[config.mk]
export PLATFORM = sky130hd
export DESIGN_NAME = inst_trace_stats
export DESIGN_NICKNAME = d
export VERILOG_FILES = /design/src/rtl/inst_trace_stats.sv
export SDC_FILE = /design/constraint.sdc
export NUM_CORES = 1
export LEC_CHECK = 0
export CORE_ASPECT_RATIO = 0.75
export CORE_MARGIN = 3
export CORE_UTILIZATION = 42
export CTS_BUF_LIST = sky130_fd_sc_hd__clkbuf_16
export CTS_CLUSTER_DIAMETER = 60
export DETAILED_ROUTE_END_ITERATION = 12
export PLACE_DENSITY_LB_ADDON = 0.3
export SLEW_MARGIN = 20
export SYNTH_ARGS = -nofsm -noshare
export SYNTH_HDL_FRONTEND = slang
export SYNTH_HIERARCHICAL = 1
export SYNTH_SLANG_ARGS = --single-unit
export TNS_END_PERCENT = 100
[constraint.sdc]
create_clock -name clk -period 3.81 [get_ports clk]
set_input_delay 0.381 -clock clk [delete_from_list [all_inputs] [get_ports clk]]
set_output_delay 0.381 -clock clk [all_outputs]
set_load 0.01 [all_outputs]
[src/rtl/inst_trace_stats.sv]
// Instruction-stream statistics: per-class saturating counters, RAW/load-use
// detection at instruction distance 1, and a freeze on HALT or opr_finished.

module inst_trace_sat_cnt #(
  parameter int W = 32
) (
  input  logic         clk,
  input  logic         reset,
  input  logic         inc,
  output logic [W-1:0] cnt
);
  always_ff @(posedge clk) begin
    if (reset)                  cnt <= '0;
    else if (inc && cnt != '1)  cnt <= cnt + 1'b1;
  end
endmodule

module inst_trace_stats #(
  parameter int CNT_W   = 32,
  parameter bit R0_ZERO = 1'b1
) (
  input  logic             clk,
  input  logic             reset,
  input  logic             valid,
  input  logic             opr_finished,
  input  logic [31:0]      inst_in,
  output logic [CNT_W-1:0] total_cnt,
  output logic [CNT_W-1:0] arith_cnt,
  output logic [CNT_W-1:0] logic_cnt,
  output logic [CNT_W-1:0] mem_cnt,
  output logic [CNT_W-1:0] ctrl_cnt,
  output logic [CNT_W-1:0] raw1_cnt,
  output logic [CNT_W-1:0] lduse_cnt,
  output logic             illegal,
  output logic             done
);
  localparam int N_CNT = 7;
  localparam logic [5:0] OP_LDW  = 6'h0C;
  localparam logic [5:0] OP_STW  = 6'h0D;
  localparam logic [5:0] OP_BZ   = 6'h0E;
  localparam logic [5:0] OP_BEQ  = 6'h0F;
  localparam logic [5:0] OP_JR   = 6'h10;
  localparam logic [5:0] OP_HALT = 6'h11;

  typedef enum logic [1:0] {IDLE, RUN, DONE} state_t;

  typedef struct packed {
    logic       vld;
    logic [4:0] dst;
    logic       ld;
  } prev_t;

  state_t state;
  prev_t  prev;

  logic [5:0] op;
  logic [4:0] rs, rt, rd;
  logic       accept;
  logic       is_r, is_i, use_rs, use_rt, has_dst, is_ill;
  logic       hit_rs, hit_rt, raw;
  logic [4:0] dst;
  logic [N_CNT-1:0]            inc;
  logic [N_CNT-1:0][CNT_W-1:0] cnt;

  // Immediate/shamt bits below rd carry no information for these statistics.
  logic unused_low;
  assign unused_low = ^inst_in[10:0];

  assign op = inst_in[31:26];
  assign rs = inst_in[25:21];
  assign rt = inst_in[20:16];
  assign rd = inst_in[15:11];

  assign accept = valid && (state != DONE);

  always_comb begin
    is_r    = (op <= 6'h0A) && !op[0];
    is_i    = ((op <= 6'h0B) && op[0]) || (op == OP_LDW);
    use_rs  = is_r || is_i || (op == OP_STW) || (op == OP_BEQ) ||
              (op == OP_BZ) || (op == OP_JR);
    use_rt  = is_r || (op == OP_STW) || (op == OP_BEQ);
    has_dst = is_r || is_i;
    dst     = is_r ? rd : rt;
    is_ill  = op > OP_HALT;
  end

  // A source only matches a live producer; with R0_ZERO, r0 is hard-wired and never matches.
  always_comb begin
    hit_rs = prev.vld && (rs == prev.dst) && !(R0_ZERO && rs == 5'd0);
    hit_rt = prev.vld && (rt == prev.dst) && !(R0_ZERO && rt == 5'd0);
    raw    = (use_rs && hit_rs) || (use_rt && hit_rt);
  end

  always_comb begin
    inc    = '0;
    inc[0] = accept;
    inc[1] = accept && (op <= 6'h05);
    inc[2] = accept && (op >= 6'h06) && (op <= 6'h0B);
    inc[3] = accept && ((op == OP_LDW) || (op == OP_STW));
    inc[4] = accept && (op >= OP_BZ) && (op <= OP_HALT);
    inc[5] = accept && raw;
    inc[6] = accept && raw && prev.ld;
  end

  for (genvar g = 0; g < N_CNT; g++) begin : g_cnt
    inst_trace_sat_cnt #(.W(CNT_W)) u_cnt (
      .clk   (clk),
      .reset (reset),
      .inc   (inc[g]),
      .cnt   (cnt[g])
    );
  end

  assign total_cnt = cnt[0];
  assign arith_cnt = cnt[1];
  assign logic_cnt = cnt[2];
  assign mem_cnt   = cnt[3];
  assign ctrl_cnt  = cnt[4];
  assign raw1_cnt  = cnt[5];
  assign lduse_cnt = cnt[6];

  // Bubbles (valid==0) leave prev untouched so distance is counted in instructions.
  always_ff @(posedge clk) begin
    if (reset) begin
      prev    <= '0;
      illegal <= 1'b0;
    end else if (accept) begin
      prev.vld <= has_dst;
      prev.dst <= has_dst ? dst : 5'd0;
      prev.ld  <= has_dst && (op == OP_LDW);
      if (is_ill) illegal <= 1'b1;
    end
  end

  always_ff @(posedge clk) begin
    if (reset) begin
      state <= IDLE;
      done  <= 1'b0;
    end else begin
      case (state)
        IDLE, RUN: begin
          if ((accept && op == OP_HALT) || opr_finished) begin
            state <= DONE;
            done  <= 1'b1;
          end else if (accept) begin
            state <= RUN;
          end
        end
        default: begin
          state <= DONE;
          done  <= 1'b1;
        end
      endcase
    end
  end
endmodule

Word-level counts from Yosys, hierarchy flattened
Cells that the tools add are included.
{"block": "totals", "register_bits": 235, "inputBits": 36, "output_inout_bits": 226, "elab_cells": 101}
{"block": "op_classes", "add_sub_neg": 7, "magnitude_cmp": 7, "eq_ne": 19, "n_mux": 7, "bitwise_logic": 1, "reduce_logical": 46}
{"op": "$add A32 B1 Y32 const B", "count": 7}
{"op": "$ne A32 B32 Y1 const B", "count": 7}
{"op": "$logic_and A1 B1 Y1", "count": 26}
{"op": "$eq A6 B4 Y1 const B", "count": 4}
{"op": "$eq A6 B5 Y1 const B", "count": 2}
{"op": "$le A6 B4 Y1 const B", "count": 2}
{"op": "$logic_or A1 B1 Y1", "count": 11}
{"op": "$eq A5 B5 Y1", "count": 2}
{"op": "$logic_not A5 Y1", "count": 2}
{"op": "$mux W5", "count": 2}
{"op": "$ge A6 B3 Y1 const B", "count": 1}
{"op": "$ge A6 B4 Y1 const B", "count": 1}
{"op": "$gt A6 B5 Y1 const B", "count": 1}
{"op": "$le A6 B3 Y1 const B", "count": 1}
{"op": "$le A6 B5 Y1 const B", "count": 1}
{"op": "$mux W2", "count": 3}
{"op": "$ne A2 B2 Y1 const B", "count": 2}
{"op": "$logic_not A1 Y1", "count": 3}
{"op": "$ne A3 B3 Y1 const B", "count": 1}
{"op": "$reduce_or A3 Y1", "count": 1}
{"op": "$eq A2 B1 Y1 const B", "count": 1}
{"op": "$logic_not A2 Y1", "count": 1}
{"op": "$mux W1", "count": 2}
{"op": "$reduce_and A2 Y1", "count": 1}
{"op": "other kinds (2)", "count": 2}

Logic depth before layout (Yosys ltp)
Gate-level depths: netlist of run 1.
{"block": "depth", "word_depth": 13, "depth_mapped": 10, "depth_no_buf": 10}

Modules after synthesis
The synthesis of run 1 kept the hierarchy.
{"mod": "inst_trace_sat_cnt", "instances": 7, "cells_per_inst": 199, "area_per_inst_um2": 1674.1, "seq_area_each_um2": 640.6}
{"mod": "inst_trace_stats", "instances": 1, "cells_per_inst": 88, "area_per_inst_um2": 753.2, "seq_area_each_um2": 220.2}

Worst setup path after synthesis of run 1
OpenSTA, ideal clock, no wires.
{"block": "synth_timing", "path_kind": "input to register", "start": "input inst_in[16]", "end": "register g_cnt[5].u_cnt.cnt[31]", "setup_time_ns": 0.121, "arrival_time_ns": 2.721, "required_ns": 3.689, "path_slack_ns": 0.969, "cell_stages": 9, "n_path_buf": 0, "path_cell_list": "xor2_1 -> nor4_1 -> o2111ai_1 -> a21oi_1 -> nand4_1 -> nor4_2 -> nand4_1 -> nor4_1 -> mux2_2"}
{"block": "synth_via", "elab_chain_cells": 7, "elab_cells_between_ends": 9, "cone_classes": "eq/ne: 1; reduce/logical: 8"}
{"item": "start: declaration", "line_no": "26", "source": "input logic [31:0] inst_in,"}
{"item": "$eq A5 B5 Y1 or $logic_not A5 Y1 (tied branches)", "line_no": "90", "source": "hit_rt = prev.vld && (rt == prev.dst) && !(R0_ZERO && rt == 5'd0);"}
{"item": "$logic_and A1 B1 Y1 or $logic_not A1 Y1 (tied branches)", "line_no": "90"}
{"item": "$logic_and A1 B1 Y1 *", "line_no": "90"}
{"item": "$logic_and A1 B1 Y1 *", "line_no": "91", "source": "raw = (use_rs && hit_rs) || (use_rt && hit_rt);"}
{"item": "$logic_or A1 B1 Y1 *", "line_no": "91"}
{"item": "$logic_and A1 B1 Y1 *", "line_no": "101", "source": "inc[5] = accept && raw;"}
{"item": "net inc[5]", "line_no": "62", "source": "logic [N_CNT-1:0] inc;"}
{"item": "$logic_and A1 B1 Y1 *", "line_no": "14", "source": "else if (inc && cnt != '1) cnt <= cnt + 1'b1;"}
{"item": "end signal: assignment", "line_no": "14"}
{"item": "end: declaration", "line_no": "10", "source": "output logic [W-1:0] cnt"}
The timed path passes the listed nets; every way through them passes the cells marked *.
A chain may end at the register's enable or synchronous reset.

Final worst setup path of run 1
{"block": "layout_timing", "start": "input inst_in[29]", "end": "register g_cnt[6].u_cnt.cnt[31]"}
{"block": "layout_via", "elab_chain_cells": 13, "elab_cells_between_ends": 23, "cone_classes": "order compare: 2; eq/ne: 5; reduce/logical: 16"}
{"item": "$le A6 B4 Y1", "line_no": "78", "source": "is_i = ((op <= 6'h0B) && op[0]) || (op == OP_LDW);"}
{"item": "$logic_and A1 B1 Y1", "line_no": "78"}
{"item": "$logic_or A1 B1 Y1", "line_no": "78"}
{"item": "$logic_or A1 B1 Y1 (4 in series)", "line_no": "79", "source": "use_rs = is_r || is_i || (op == OP_STW) || (op == OP_BEQ) ||"}
{"item": "$logic_or A1 B1 Y1", "line_no": "80", "source": "(op == OP_BZ) || (op == OP_JR);"}
{"item": "$logic_and A1 B1 Y1", "line_no": "91"}
{"item": "$logic_or A1 B1 Y1 *", "line_no": "91"}
{"item": "$logic_and A1 B1 Y1 * (2 in series)", "line_no": "102", "source": "inc[6] = accept && raw && prev.ld;"}
{"item": "net inc[6]", "line_no": "62"}
{"item": "$logic_and A1 B1 Y1 *", "line_no": "14"}
{"item": "end signal: assignment", "line_no": "14"}
{"item": "end: declaration", "line_no": "10"}
Marked as above.

==> results.md, run 1 <==
- Pwr dens: 296.7 nW/um^2
- Routed Wire Length: 36,090 um
- Final ANT Viol Nets: 0
- Worst IR Drop VDD: 212.1 uV
- Core Footprint: 28,650 um^2
- Number of max-cap violations: 0
- Synth Warn #: 6
- Critical-path maximum fanout: 7
- Max Clk Rate: 334.0 MHz
- Root Buffer: clkbuf_16
- Most frequent cells in the layout: clkdlybuf4s50_1, dfxtp_1, a21oi_1
- Largest net degree at the start of global routing: 90
- Hold Path Class: in2reg
- Final Power: 4.809 mW
- Average size of a mapped cell: 8.421 um^2
- Clock transition at the registers of the reported paths: 0.06 ns
- First-pass GRT wire length: about 58,000 um
- Clk_skew: 0.01311 ns
- Crit. End Element: flip-flop
- RSZ-0062 raised after global routing: no
- Critical path cell sequence: clkdlybuf4s50_1, nand2_1, xor2_1, o2111ai_1, a21oi_1, buf_4, nand4_1, nor4_2, nand4_1, nor4_1, mux2_2
- Final setup vio count: 0
- Sum of net half-perimeters after detailed placement: 26,030 um
- Area leader, netlist: dfxtp_1
- Max clock buf depth: 3
- GPL Wtd Cong: ~0.85
- # Post-CTS Setup Buffers: 0
- Share of the synthesized area in the top cell type: 37.72%
- Least-Margin Pin Slew: between 0.7 and 0.8 ns
- I/O Buffers: 250
- Area delta synth->final: 29.98%
- Starting Density: 43.54%
- Inserted Diodes: 0
- Crit path arrival time: 3.40 ns
- Seq cells post-synth: 235
- Clock Latency Late Sink: 0.52 ns
- # hold bufs at CTS: 0
- Core Rows: 53
- Max-slew violations: 0
- Vias/cell: 5.982
- Vias in the first global route: 11.33k
- Post_cts resized: 0
- Post-synth EDFFs: 0
- Largest cells by area after synthesis: dfxtp_1, a21oi_1, or4_1
- DRT Pass-1 Iters: 5
- Top cell by count, worst path: nand4_1
- Final Net Count: 1,764
- Tmin final: approximately 3 ns
- Share of cells above drive strength 1: 8.166%
- Number of antenna violations at the first check in global routing: 0
- Main synth FF type: dfxtp_1
- Startpoint types: primary input
- Post-route clock period utilization: around four fifths
- Clock sinks: 235
- Mapped Cells: 1,481
- Htree depth: 1
- Synthesized cell area: 12,470 um^2
- Routed vias: 12.71k
- Status: finished clean
- Wirelength per Cell: 16.99 um
- Ports: 262
- Critical Path RT: 4.21 ns
- Net count after synthesis: 1,524
- Residual DRC count: 0
- Sequential-to-total area share from yosys stat: 37.72%
- DRT iter0 DRCs: 848
- Slew headroom: 49.64%
- Slowest cell on the critical path: clkdlybuf4s50_1
- GRT Overall Usage: a little over a fifth
- Setup_tns: 0 ns
- Final Hold Fails: 0
- Remaining Overflow, GRT: 0
- Hold slack: roughly 0.34 ns
- Die H: 155.2 um
- CTS tree: yes
- Post-synth ARST share: 0%
- Synth cell types: 47
- Num CTS Buffers: 25
- Critical path type: in2reg
- Leak: roughly 4.8 nW
- Largest stage delay, worst path: 0.66 ns
- Commonest non-fill, non-tap cell in the layout: clkdlybuf4s50_1
- Die X: 205.0 um
- Die area: 31,820 um^2
[area by class of cell]
cell class | count | area [um^2]
Fill cell | 2620 | 12440
Multi-Input combinational cell | 1148 | 7402
Sequential cell | 235 | 4705
Timing Repair Buffer | 293 | 2839
Clock buffer | 25 | 625.6
Tap cell | 385 | 481.7
Clock inverter | 20 | 90.09
Inverter | 18 | 67.56
[cells by family (layout without fill, tap and decap cells)]
group | Yosys count | in the layout | share of synthesized area [%]
XOR/XNOR | 58 | 58 | 4.073
AND/OR/NAND/NOR | 692 | 692 | 32.86
AO/OA/AOI/OAI | 364 | 364 | 19.05
flip-flops | 235 | 235 | 37.72
adder cells (fa/ha/maj) | 7 | 7 | 0.7022
multiplexers | 27 | 27 | 2.318
buffers and inverters | 98 | 356 | 3.280
[critical path: cells and delay by family]
family / cells / cell delay, ns
AO/OA/AOI/OAI: 2 / 0.44
XOR/XNOR: 1 / 0.19
buffers and inverters: 2 / 0.84
multiplexers: 1 / 0.38
AND/OR/NAND/NOR: 5 / 1.15
[synth_stat cells, types with 14 or more instances]
cell / count
nand2_1: 75
inv_1: 18
or4_1: 85
o31ai_1: 84
and4_1: 29
a21oi_1: 160
nand3_1: 91
nand4_1: 71
nor3_1: 18
nor2_1: 108
nor4_1: 31
nor3b_1: 17
and3_1: 22
dfxtp_1: 235
or3_1: 71
buf_2: 21
o21ai_0: 59
xnor2_1: 45
nor2b_1: 15
clkbuf_1: 57
a2111oi_0: 14
[where the power goes]
group	internal, mW	total [mW]	switching [mW]
Sequential	2.46	2.47	0.00938
Clock	1.19	2.18	0.997
Combinational	0.0622	0.152	0.0900
[stage by stage]
stage / utilization, % / instances / instance area, um^2 / setup slack [ns]
after floorplan: - / 1481 / 12470 / 0.9685
after global placement: 54.09 / 2079 / 15490 / 0.3701
after detailed placement: 54.09 / 2079 / 15490 / 0.3684
after CTS: 56.59 / 2124 / 16210 / 0.9051
after global routing: 56.59 / 2124 / 16210 / 0.6618
final: 56.59 / 2124 / 16210 / 0.8158
[sequential cells by signal, indices dropped and copies added (netlist names)]
name / flops
done: 1
state: 2
g_cnt.u_cnt/cnt: 224
illegal: 1
prev: 7
[final timing paths]
| path | startpoint | slack, ns | to | cells after the start |
|---|---|---|---|---|
| max | inst_in[29] | 0.82 | g_cnt[6].u_cnt/cnt[31] | 11 |
| min | reset | 0.34 | g_cnt[6].u_cnt/cnt[16] | 2 |
| max reg2reg | prev[1] | 0.91 | g_cnt[6].u_cnt/cnt[31] | 10 |
| min reg2reg | done | 0.46 | done | 2 |
[per-layer routing]
metal | vias up | GRT usage, % | wire length [um]
met4 | 0 | 3.837 | 588
met5 | - | 0 | 0
met2 | 400 | 33.85 | 16360
met1 | 6042 | 31.57 | 16750
met3 | 40 | 3.096 | 2386
li1 | 6223 | - | -
Power figures use the tool's default switching activity.
==> run 2, diff against run 1 <==
==> constraint.sdc (replaced) <==
create_clock -name clk -period 2.8 [get_ports clk]
set_input_delay 0.28 -clock clk [delete_from_list [all_inputs] [get_ports clk]]
set_output_delay 0.28 -clock clk [all_outputs]
set_load 0.01 [all_outputs]
==> run 2 against run 1 <==
  * Non-clock buffer count is 100 higher
  * Routed wire length is 5.1% higher
  * Register-to-register slack worse by 0.87 ns
  * Largest cell class unchanged
==> results.md, run 2 (synthesis results as in run 1) <==
- Sum of net half-perimeters after detailed placement: 27,530 um
- Clock transition at the registers of the reported paths: 0.06 ns
- Hold depth: 2
- Reg2Reg Setup Slack: 0.04 ns
- Critical Path RT: between 3 and 4 ns
- GRT Overall Usage: 22.60%
- Leak: 5.344 nW
- Max clock buf depth: 3
- Fillers: 2,492
- DRT iter0 DRCs: between 800 and 900
- Wirelength per Cell: 17.03 um
- Die area: approximately 32,000 um^2
- Core Rows: 53
- Top cell by count, worst path: a21oi_2
- Largest stage delay, worst path: 0.47 ns
- Sequential power share: 49.0%
- Slowest cell on the critical path: or4_4
- Die X: 205.0 um
- Final setup vio count: 0
- Worst Hold Path EP: g_cnt[6].u_cnt/cnt[16]
- RSZ-0062 raised after global routing: yes
- Startpoint types: flip-flop
- Area delta synth->final: 38.16%
- I/O Buffers: 250
- Biggest regs: g_cnt.u_cnt/cnt x224, prev x7, state x2
- Most frequent cells in the layout: clkdlybuf4s50_1, dfxtp_1, a21oi_1
- Number of cells on the critical path: 9
- Logic pwr share: 3.4%
- Worst IR Drop VDD: 427.2 uV
- Commonest non-fill, non-tap cell in the layout: clkdlybuf4s50_1
- Crit. End Element: flip-flop
- Final Power: about 6.9 mW
- Hold Path Origin: reset
- P_sw: 1.504 mW
- Critical path type: reg2reg
- Buf/Inv on CP: 1
- M1 wire length: 17,310 um
- Non-Filler Instances: roughly 2.2k
- Post-route clock period utilization: 98.46%
- Max Clk Rate: 362.7 MHz
- R2R Path End: g_cnt[5].u_cnt/cnt[19]
- Final Hold Fails: 0
- Die H: 155.2 um
- Hold Path Class: in2reg
- Final Net Count: 1,865
- Htree depth: 1
- Final ANT Viol Nets: 0
- Least-Margin Pin Slew: 0.7270 ns
- Residual DRC count: 0
- Status: finished clean
- Slew headroom: approximately half
- Vias in the first global route: 11.83k
- Critical path cell sequence: xor2_1, nor4_2, o2111ai_2, a21oi_2, nand4_1, buf_4, or4_4, or3_4, a21oi_2
- Clk_skew: between 0.01 and 0.015 ns
- Proportion of power drawn by the clock network: 47.5%
- Clock sinks: 235
- Met3 WL: 2506 um
- Root Buffer: clkbuf_16
- Number of antenna violations at the first check in global routing: 1
- Sw Ratio: approximately 22%
- Critical path's top delay family: simple AND/OR/NAND/NOR gates
- Hold slack: about 0.16 ns
- First-pass GRT wire length: 61,040 um
- Max reg flops: 224
- Final setup margin: 0.04323 ns
- Critical-path maximum fanout: 3
- Starting Density: ~44%
- # placed instances: 2,174
- Largest net degree at the start of global routing: between 60 and 70
- Top layer in use: met4
- Vias/cell: 5.943
- Tmin final: 2.757 ns
- Num CTS Buffers: 26
- DR WL met2: 17,330 um
- GPL Wtd Cong: slightly below 0.9
- Biggest register: g_cnt.u_cnt/cnt
- Remaining Overflow, GRT: 0
- Core Footprint: 28,650 um^2
- Worst slack, placed: -0.4443 ns
- CTS tree: yes
- Ports: 262
- DRT Pass-1 Iters: 5
- Pwr dens: 398.6 nW/um^2
- Crit path arrival time: around 3.2 ns
- Setup_tns: 0 ns
- Share of cells above drive strength 1: about 15%
- Reg2reg start: prev[1]
- Internal power: 5.365 mW
- Max-slew violations: 0
- Number of max-cap violations: 0
- Clock Latency Late Sink: 0.53 ns
- Routed Wire Length: roughly 38,000 um
- Worst-case reg-to-reg path depth: 9
- Routed vias: 13.24k
==> run 2: cell count changes in the layout (fill, tap and decap cells not counted), sizes merged <==
cell,previous run,this run
buf,44,144
bufinv,0,2
clkbuf,25,27
inv,26,24
clkinv,11,12
clkinvlp,1,0
diode,0,1
==> run 2: repair_timing <==
action	4_1_cts	5_1_grt
gates resized for setup	4	27
pin swaps	8	20
setup buffers	0	7
setup endpoints to repair	8	21
hold buffers	0	0
==> run 2: through the flow <==
| stage | cell area [um^2] | util (%) |
|---|---|---|
| after floorplan | 12490 | - |
| after global placement | 16250 | 56.73 |
| after detailed placement | 16250 | 56.73 |
| after CTS | 17060 | 59.55 |
| after global routing | 17230 | 60.15 |
| final | 17230 | 60.15 |
==> run 2: worst max-delay path by stage <==
| stage | to | slack, ns | from |
|---|---|---|---|
| final | g_cnt[5].u_cnt/cnt[19] | 0.04 | prev[1] |
| after CTS | g_cnt[6].u_cnt/cnt[29] | 0.009 | prev[4] |
| after global placement | g_cnt[6].u_cnt/cnt[29] | -0.36 | inst_in[16] |
| after floorplan | g_cnt[5].u_cnt/cnt[31] | 0.04 | prev[1] |
| after detailed placement | g_cnt[6].u_cnt/cnt[29] | -0.44 | inst_in[18] |
| after global routing | g_cnt[6].u_cnt/cnt[29] | -0.14 | prev[2] |
==> run 2: area by class of cell <==
class                   instances  area, um^2  share of cell area, %
clock buffers                  27       675.6                  3.921
clock inverters                20       131.4                 0.7624
diodes                          1       2.502                0.01452
inverters                      18       67.56                 0.3921
well taps                     385       481.7                  2.796
repair buffers                393        3615                  20.98
multi-input cells            1148        7550                  43.81
flip-flops and latches        235        4708                  27.32
==> run 2: routing by layer <==
metal,global-route usage (%),vias up
met1,32.73,6328
met2,35.46,441
li1,-,6410
met4,5.626,0
met5,0,-
met3,3.326,57
==> run 2: worst register-to-register path, cell delays in order (launching register included) <==
cell and delay (ns):
dfxtp_2 0.33, xor2_1 0.16, nor4_2 0.32, o2111ai_2 0.19
a21oi_2 0.31, nand4_1 0.23, buf_4 0.20, or4_4 0.47
or3_4 0.38, a21oi_2 0.11
==> run 2: power groups by stage <==
stage	logic (mW)	clock network (mW)	registers, mW
finish	0.237	3.27	3.37
global route	0.257	3.48	3.37
CTS	0.233	3.37	3.37
detailed placement	0.232	0	3.44
global placement	0.226	0	3.44
floorplan	0.112	0	3.44
==> run 3, diff against run 2 <==
--- a/config.mk
+++ b/config.mk
@@ -5,9 +5,11 @@
 export SDC_FILE = /design/constraint.sdc
 export NUM_CORES = 1
 export LEC_CHECK = 0
+export CELL_PAD_IN_SITES_DETAIL_PLACEMENT = 1
+export CELL_PAD_IN_SITES_GLOBAL_PLACEMENT = 1
 export CORE_ASPECT_RATIO = 0.75
 export CORE_MARGIN = 3
-export CORE_UTILIZATION = 42
+export CORE_UTILIZATION = 38
 export CTS_BUF_LIST = sky130_fd_sc_hd__clkbuf_16
 export CTS_CLUSTER_DIAMETER = 60
 export DETAILED_ROUTE_END_ITERATION = 12
==> run 3 against run 2 <==
  * Worst setup slack worse by 0.034 ns
  * Power increased by 7.3%
  * Maximum frequency decreased by 1.2%
  * Die area grew 10%
  * Clock skew decreased by 0.0017 ns
  * Clock power is 15% higher
  * Combinational power is 4% higher
  * Critical path depth up 2
  * Critical endpoint is now g_cnt[6].u_cnt/cnt[29]
  * Largest cell class unchanged
==> results.md, run 3 (synthesis results as in run 1) <==
- Worst IR Drop VDD: 315.8 uV
- Core Footprint: 31,810 um^2
- RSZ-0062 raised after global routing: yes
- Number of max-cap violations: 0
- Residual DRC count: 0
- Least-Margin Pin Slew: about 0.65 ns
- Register area: between 4000 and 5000 um^2
- Largest net degree at the start of global routing: 54
- Clock Latency Late Sink: 0.54 ns
- GPL Wtd Cong: 0.8469
- # hold bufs at CTS: 0
- Clk_skew: 0.01203 ns
- Slew headroom: 56.02%
- Hold Path Origin: reset
- Routed vias: 13.46k
- Wirelength per Cell: 19.42 um
- DRT Pass-1 Iters: 6
- Crit path from: prev[1]
- Core Rows: 56
- Number of antenna violations at the first check in global routing: 3
- Biggest register: g_cnt.u_cnt/cnt
- Hold slack: 0.1119 ns
- Starting Density: 39.21%
- Commonest non-fill, non-tap cell in the layout: clkdlybuf4s50_1
- Final Net Count: 1,859
- Final Power: 7.370 mW
- Die area: 35,050 um^2
- Ports: between 200 and 300
- Sum of net half-perimeters after detailed placement: around 32,000 um
- Root Buffer: clkbuf_16
- Fillers: between 3k and 4k
- Hold Path Class: in2reg
- Num CTS Buffers: 26
- Die H: 162.9 um
- Area delta synth->final: 38.87%
- Vias/cell: 5.920
- Crit path arrival time: 3.26 ns
- Post-route clock period utilization: 99.66%
- CTS tree: yes
- Max Clk Rate: 358.4 MHz
- Reg2reg start: prev[1]
- Biggest regs: g_cnt.u_cnt/cnt x224, prev x7, state x2
- Setup_tns: 0 ns
- Pwr dens: 425.5 nW/um^2
- Critical-path maximum fanout: 5
- Multi-input logic area: around 7500 um^2
- GRT Overall Usage: 24.07%
- Htree depth: 1
- Critical Path RT: 3.27 ns
- Critical path type: reg2reg
- Placed Area: 16,260 um^2
- Leak: 5.365 nW
- Tmin final: about 2.8 ns
- Die X: 215.2 um
- Clock sinks: approximately 240
- Max-slew violations: 0
- Clock transition at the registers of the reported paths: 0.06 ns
- Max reg flops: 224
- Most frequent cells in the layout: clkdlybuf4s50_1, dfxtp_1, a21oi_1
- Final Hold Fails: 0
- Crit. End Element: flip-flop
- Routed Wire Length: 44,150 um
- DRT iter0 DRCs: 882
- Max clock buf depth: 3
- Startpoint types: flip-flop
- Final setup vio count: 0
- Status: finished clean
- Vias in the first global route: 13.62k
- Final ANT Viol Nets: 0
- First-pass GRT wire length: 71,260 um
- Remaining Overflow, GRT: 0
- I/O Buffers: 250
- Share of cells above drive strength 1: 14.43%
- Final Cell Area: between 15,000 and 20,000 um^2
[run 3: cell types whose count changed in the layout (fill, tap and decap cells not counted), moves of 4 or more]
cell	previous run	this run
a21oi_1	152	157
a21oi_2	8	3
buf_4	140	134
bufinv_16	2	6
clkinv_1	9	3
clkinv_2	3	9
inv_1	24	20
nand3_1	86	90
nand3_2	12	8
[run 3: timing repair]
action / in CTS / in global routing
setup buffers: 2 / 2
hold endpoints to repair: 0 / 0
endpoints found under the setup margin: 5 / 27
pin swaps: 7 / 9
resized for setup: 3 / 18
[run 3: area by class of cell]
| type | instances | area share, % |
|---|---|---|
| antenna | 3 | 0.04334 |
| clock buffer | 27 | 3.901 |
| clock inverter | 21 | 1.452 |
| inverter | 18 | 0.3901 |
| multi-input combinational | 1148 | 43.34 |
| sequential | 235 | 27.17 |
| tap | 435 | 3.142 |
| timing repair buffer | 387 | 20.56 |
[run 3: critical path, stage by stage, from the launching register on]
cell and delay [ns]:
dfxtp_2 0.32, xor2_1 0.16, nor4_2 0.33, o2111ai_2 0.17, a21oi_1 0.18, buf_4 0.14, nand4_1 0.18, nor4_4 0.30
buf_4 0.20, nand4_1 0.13, or4_4 0.46, a21oi_2 0.14
[run 3: stage by stage]
step	instances	setup slack [ns]	utilization, %
after floorplan	1481	0.04348	-
after global placement	2219	-0.2951	51.12
after detailed placement	2219	-0.4639	51.12
after CTS	2269	0.01217	54.13
after global routing	2274	-0.1359	54.45
final	2274	0.009638	54.45
[run 3: layer usage]
metal / global-route usage, % / wire length [um] / up-vias / share of wire, %
met5: 0 / 0 / - / 0
met4: 6.635 / 796 / 0 / 1.8
met3: 3.562 / 2064 / 50 / 4.7
li1: - / - / 6391 / -
met2: 40.48 / 21110 / 341 / 48
met1: 32.42 / 20180 / 6679 / 46
[run 3: where the power goes]
part | switching (mW) | internal, mW
Combinational | 0.139 | 0.107
Clock | 1.46 | 2.30
Sequential | 0.0116 | 3.35
[run 3: final timing paths]
| kind | end | slack [ns] | depth (start not counted) |
|---|---|---|---|
| hold / removal | g_cnt[0].u_cnt/cnt[0] | 0.11 | 2 |
| setup reg to reg | g_cnt[6].u_cnt/cnt[29] | 0.01 | 11 |
| setup / recovery | g_cnt[6].u_cnt/cnt[29] | 0.01 | 11 |
| hold reg to reg | prev[0] | 0.48 | 2 |
==> RTL edit 1: new RTL, settings of run 1 <==
`R0_ZERO`: 1'b1 -> 1'b0.
--- a/src/rtl/inst_trace_stats.sv
+++ b/src/rtl/inst_trace_stats.sv
@@ -17,7 +17,7 @@
 
 module inst_trace_stats #(
   parameter int CNT_W   = 32,
-  parameter bit R0_ZERO = 1'b1
+  parameter bit R0_ZERO = 1'b0
 ) (
   input  logic             clk,
   input  logic             reset,
Behaviour: not the same (Yosys sat finds a counterexample within 4 cycles, from zero or initial values and one cycle with reset high).
==> RTL edit 1 against run 1 <==
Sequential cell count unchanged. Clock skew shrank 0.0072 ns. Wire length is 1.8% higher. Total power increased by 8.8%. Cell count grew 0.38%. Clock power up 19%. Design area up 1.2%. Synthesized area down 0.44%. Worst setup slack got worse by 0.080 ns. Utilization increased by 0.84 points. Highest routed layer unchanged.
==> RTL edit 1: results (changes against run 1) <==
Run status
  • Status: completed

Synth
  • Multiplexer share of the synthesized area: 2.33% (+0.010 points)
  • Compound-Gate Fraction of Synth Area: 18.9% (-0.16 points)
  • Xor and xnor area share after synthesis: 4.23% (+0.16 points)
  • Post-synthesis adder-cell area fraction: 0.705% (+0.0031 points)
  • Distinct cells, synth: 48 (+2.1%)

Route
  • Wire per inst: 17.2 um (+1.4%)
  • Routed vias: 12720 (+0.12%)

Global route
  • Vias in the first global route: 11168 (-1.4%)
  • First-pass GRT wire length: 59.5 mm (+2.1%)
  • Total GRT Usage: 22.2% (+0.74 points)
  • Met1 GRT Util: 32.5% (+0.97 points)
  • Largest net degree at the start of global routing: 92 (+2.2%)
  • M3 GR Usage: 4.48% (+1.4 points)
  • Grt met2 use: 34.1% (+0.29 points)

Critical path
  • Arrival time worst endpoint: 3.54 ns (+0.14 ns)
  • Crit Path Class: register to register
  • Max incr delay on CP: 0.56 ns (-0.10 ns)
  • Max FO, Critical Path: 5 (-2)
  • Reg2reg end: g_cnt[6].u_cnt/cnt[29]
  • R2R Setup Slk: 0.74 ns (-0.17 ns)
  • Slowest cell on the critical path: or4_1

Placed design
  • Hpwl dp: 26.2 mm (+0.79%)
  • GP Congestion: 0.884 (+3.6%)

Finish
  • Total Nets Final: 1768 (+0.23%)
  • Share of cells above drive strength 1: 9.05% (+0.88 points)

Power and ir drop
  • Leakage: 4.89 nW (+2.3%)

Clock tree
  • Clk_lat worst skew: 0.54 ns (+0.02 ns)

STA
  • Setup Skew: 0.00589 ns (-0.00722 ns)
  • WHS: 0.334 ns (-0.00805 ns)
  • Final Cycle Share: 80.7% (+2.1 points)
  • Slew HR: 49.7% (about the same)

Worst hold path
  • Hold endpoint: g_cnt[6].u_cnt/cnt[8]
## RTL edit 1: per-stage QoR
stage / power [mW] / area (um^2) / worst slack (ns) / std cells / utilization, %
finish: 5.23 / 16400 / 0.736 / 2132 / 57.4
global route: 5.42 / 16400 / 0.564 / 2131 / 57.4
CTS: 5.30 / 16400 / 0.726 / 2131 / 57.4
detailed placement: 2.68 / 15500 / 0.258 / 2081 / 54.3
global placement: 2.68 / 15500 / 0.281 / 2081 / 54.3
floorplan: 2.61 / 12400 / 0.798 / 1474 / -
## RTL edit 1: where the power goes
group / internal, mW / switching, mW
Combinational: 0.0657 / 0.0896
Sequential: 2.46 / 0.00798
Clock: 1.55 / 1.05
Total: 4.08 / 1.15
## RTL edit 1: area by class of cell
type / instances / area [um^2]
fill: 2515 / 12200
multi-input combinational: 1143 / 7370
tap: 385 / 482
clock inverter: 23 / 206
timing repair buffer: 300 / 2900
sequential: 235 / 4700
inverter: 18 / 67.6
antenna: 1 / 2.50
clock buffer: 27 / 676
==> RTL edit 2: new RTL, settings of run 1 <==
Without the edit above. Put a register stage on the output `total_cnt`, cleared by the reset. The value now appears one clock later. The other outputs are not delayed to match.
--- a/src/rtl/inst_trace_stats.sv
+++ b/src/rtl/inst_trace_stats.sv
@@ -111,7 +111,13 @@
     );
   end
 
-  assign total_cnt = cnt[0];
+  always_ff @(posedge clk) begin
+    if (reset) begin
+      total_cnt <= '0;
+    end else begin
+      total_cnt <= cnt[0];
+    end
+  end
   assign arith_cnt = cnt[1];
   assign logic_cnt = cnt[2];
   assign mem_cnt   = cnt[3];
Formal check against the unedited RTL: not equivalent (Yosys sat finds a counterexample within 4 cycles, from zero or initial values and one cycle with reset high).
==> RTL edit 2 against run 1 <==
Global-route usage rose by 0.56 points. Maximum frequency rose by 2.3%. First-iteration DRC count rose by 39%. Combinational power rose by 5%. Worst setup slack improved by 0.067 ns. Synthesized area rose by 6.6%. Total power rose by 23%. Design area rose by 7.1%. Sequential cell count rose by 32. Sequential share of layout area rose by 1.8 points. Cell count rose by 4.1%. Wire length rose by 6.6%. Largest cell class unchanged.
==> RTL edit 2: results (changes against run 1) <==
Finish
  • Inverters: 17 (-1)
  • Number of flip-flops and latches: 267 (+14%)
  • Sequential cell area: 0.00535 mm^2 (+14%)
  • Non-clk bufs: 295 (+0.68%)

Power and ir drop
  • Leakage: 5.25 nW (+9.8%)
  • IR Drop Worst-Case VDD: 0.339 mV (+60%)
  • Total net switching power: 1.28 mW (+17%)

Placed design
  • Placed Instances: 2157 (+3.8%)
  • Hpwl dp: 27.5 mm (+5.8%)
  • GP Congestion: 0.893 (+4.8%)

Critical path
  • Max incr delay on CP: 0.49 ns (-0.17 ns)

Route
  • Initial DRC Count: 1175 (+39%)
  • Wire per inst: 17.4 um (+2.5%)
  • Met2 wire len: 17.2 mm (+5.1%)
  • DRT met1 WL: 18.3 mm (+9.2%)
  • Met3 routed WL: 2.38 mm (-0.29%)

Synth
  • Cell count after synthesis: 1544 (+4.3%)
  • Synth top area cells: dfxtp_1 40%, a21oi_1 6.0%, or4_1 4.8%
  • Post-synthesis adder-cell area fraction: 0.659% (-0.043 points)
  • Compound-Gate Fraction of Synth Area: 17.8% (-1.3 points)
  • Post-synthesis sequential area ratio: 40.2% (+2.5 points)
  • Xor and xnor area share after synthesis: 3.82% (-0.25 points)

Run status
  • Status: completed

Global route
  • First-pass GRT wire length: 63.1 mm (+8.2%)
  • Largest net degree at the start of global routing: 127 (+41%)

Worst hold path
  • Hold endpoint: done
[RTL edit 2: changes by cell type in the layout (fill, tap and decap cells not counted), moves of 2 or more]
| cell | delta |
|---|---|
| clkinvlp_4 | +2 |
| buf_4 | +2 |
| inv_1 | -2 |
| xor2_1 | +3 |
| nor2_1 | -2 |
| bufinv_16 | +6 |
| dfxtp_1 | +32 |
| nor4b_1 | -2 |
| clkinv_1 | -5 |
| o21bai_1 | -2 |
| xnor2_1 | -3 |
| nor2b_1 | +31 |
| clkbuf_16 | +4 |
[RTL edit 2: metrics by stage]
| stage | setup WS [ns] | cell area (um^2) | hold slack, ns | power [mW] |
|---|---|---|---|---|
| after detailed placement | 0.330 | 16400 | 0.445 | 3.03 |
| after floorplan | 0.761 | 13300 | 0.432 | 2.95 |
| after global placement | 0.385 | 16400 | 0.438 | 3.03 |
| after global routing | 0.593 | 17400 | 0.468 | 6.13 |
| final | 0.882 | 17400 | 0.451 | 5.93 |
| after CTS | 0.910 | 17400 | 0.452 | 6.00 |
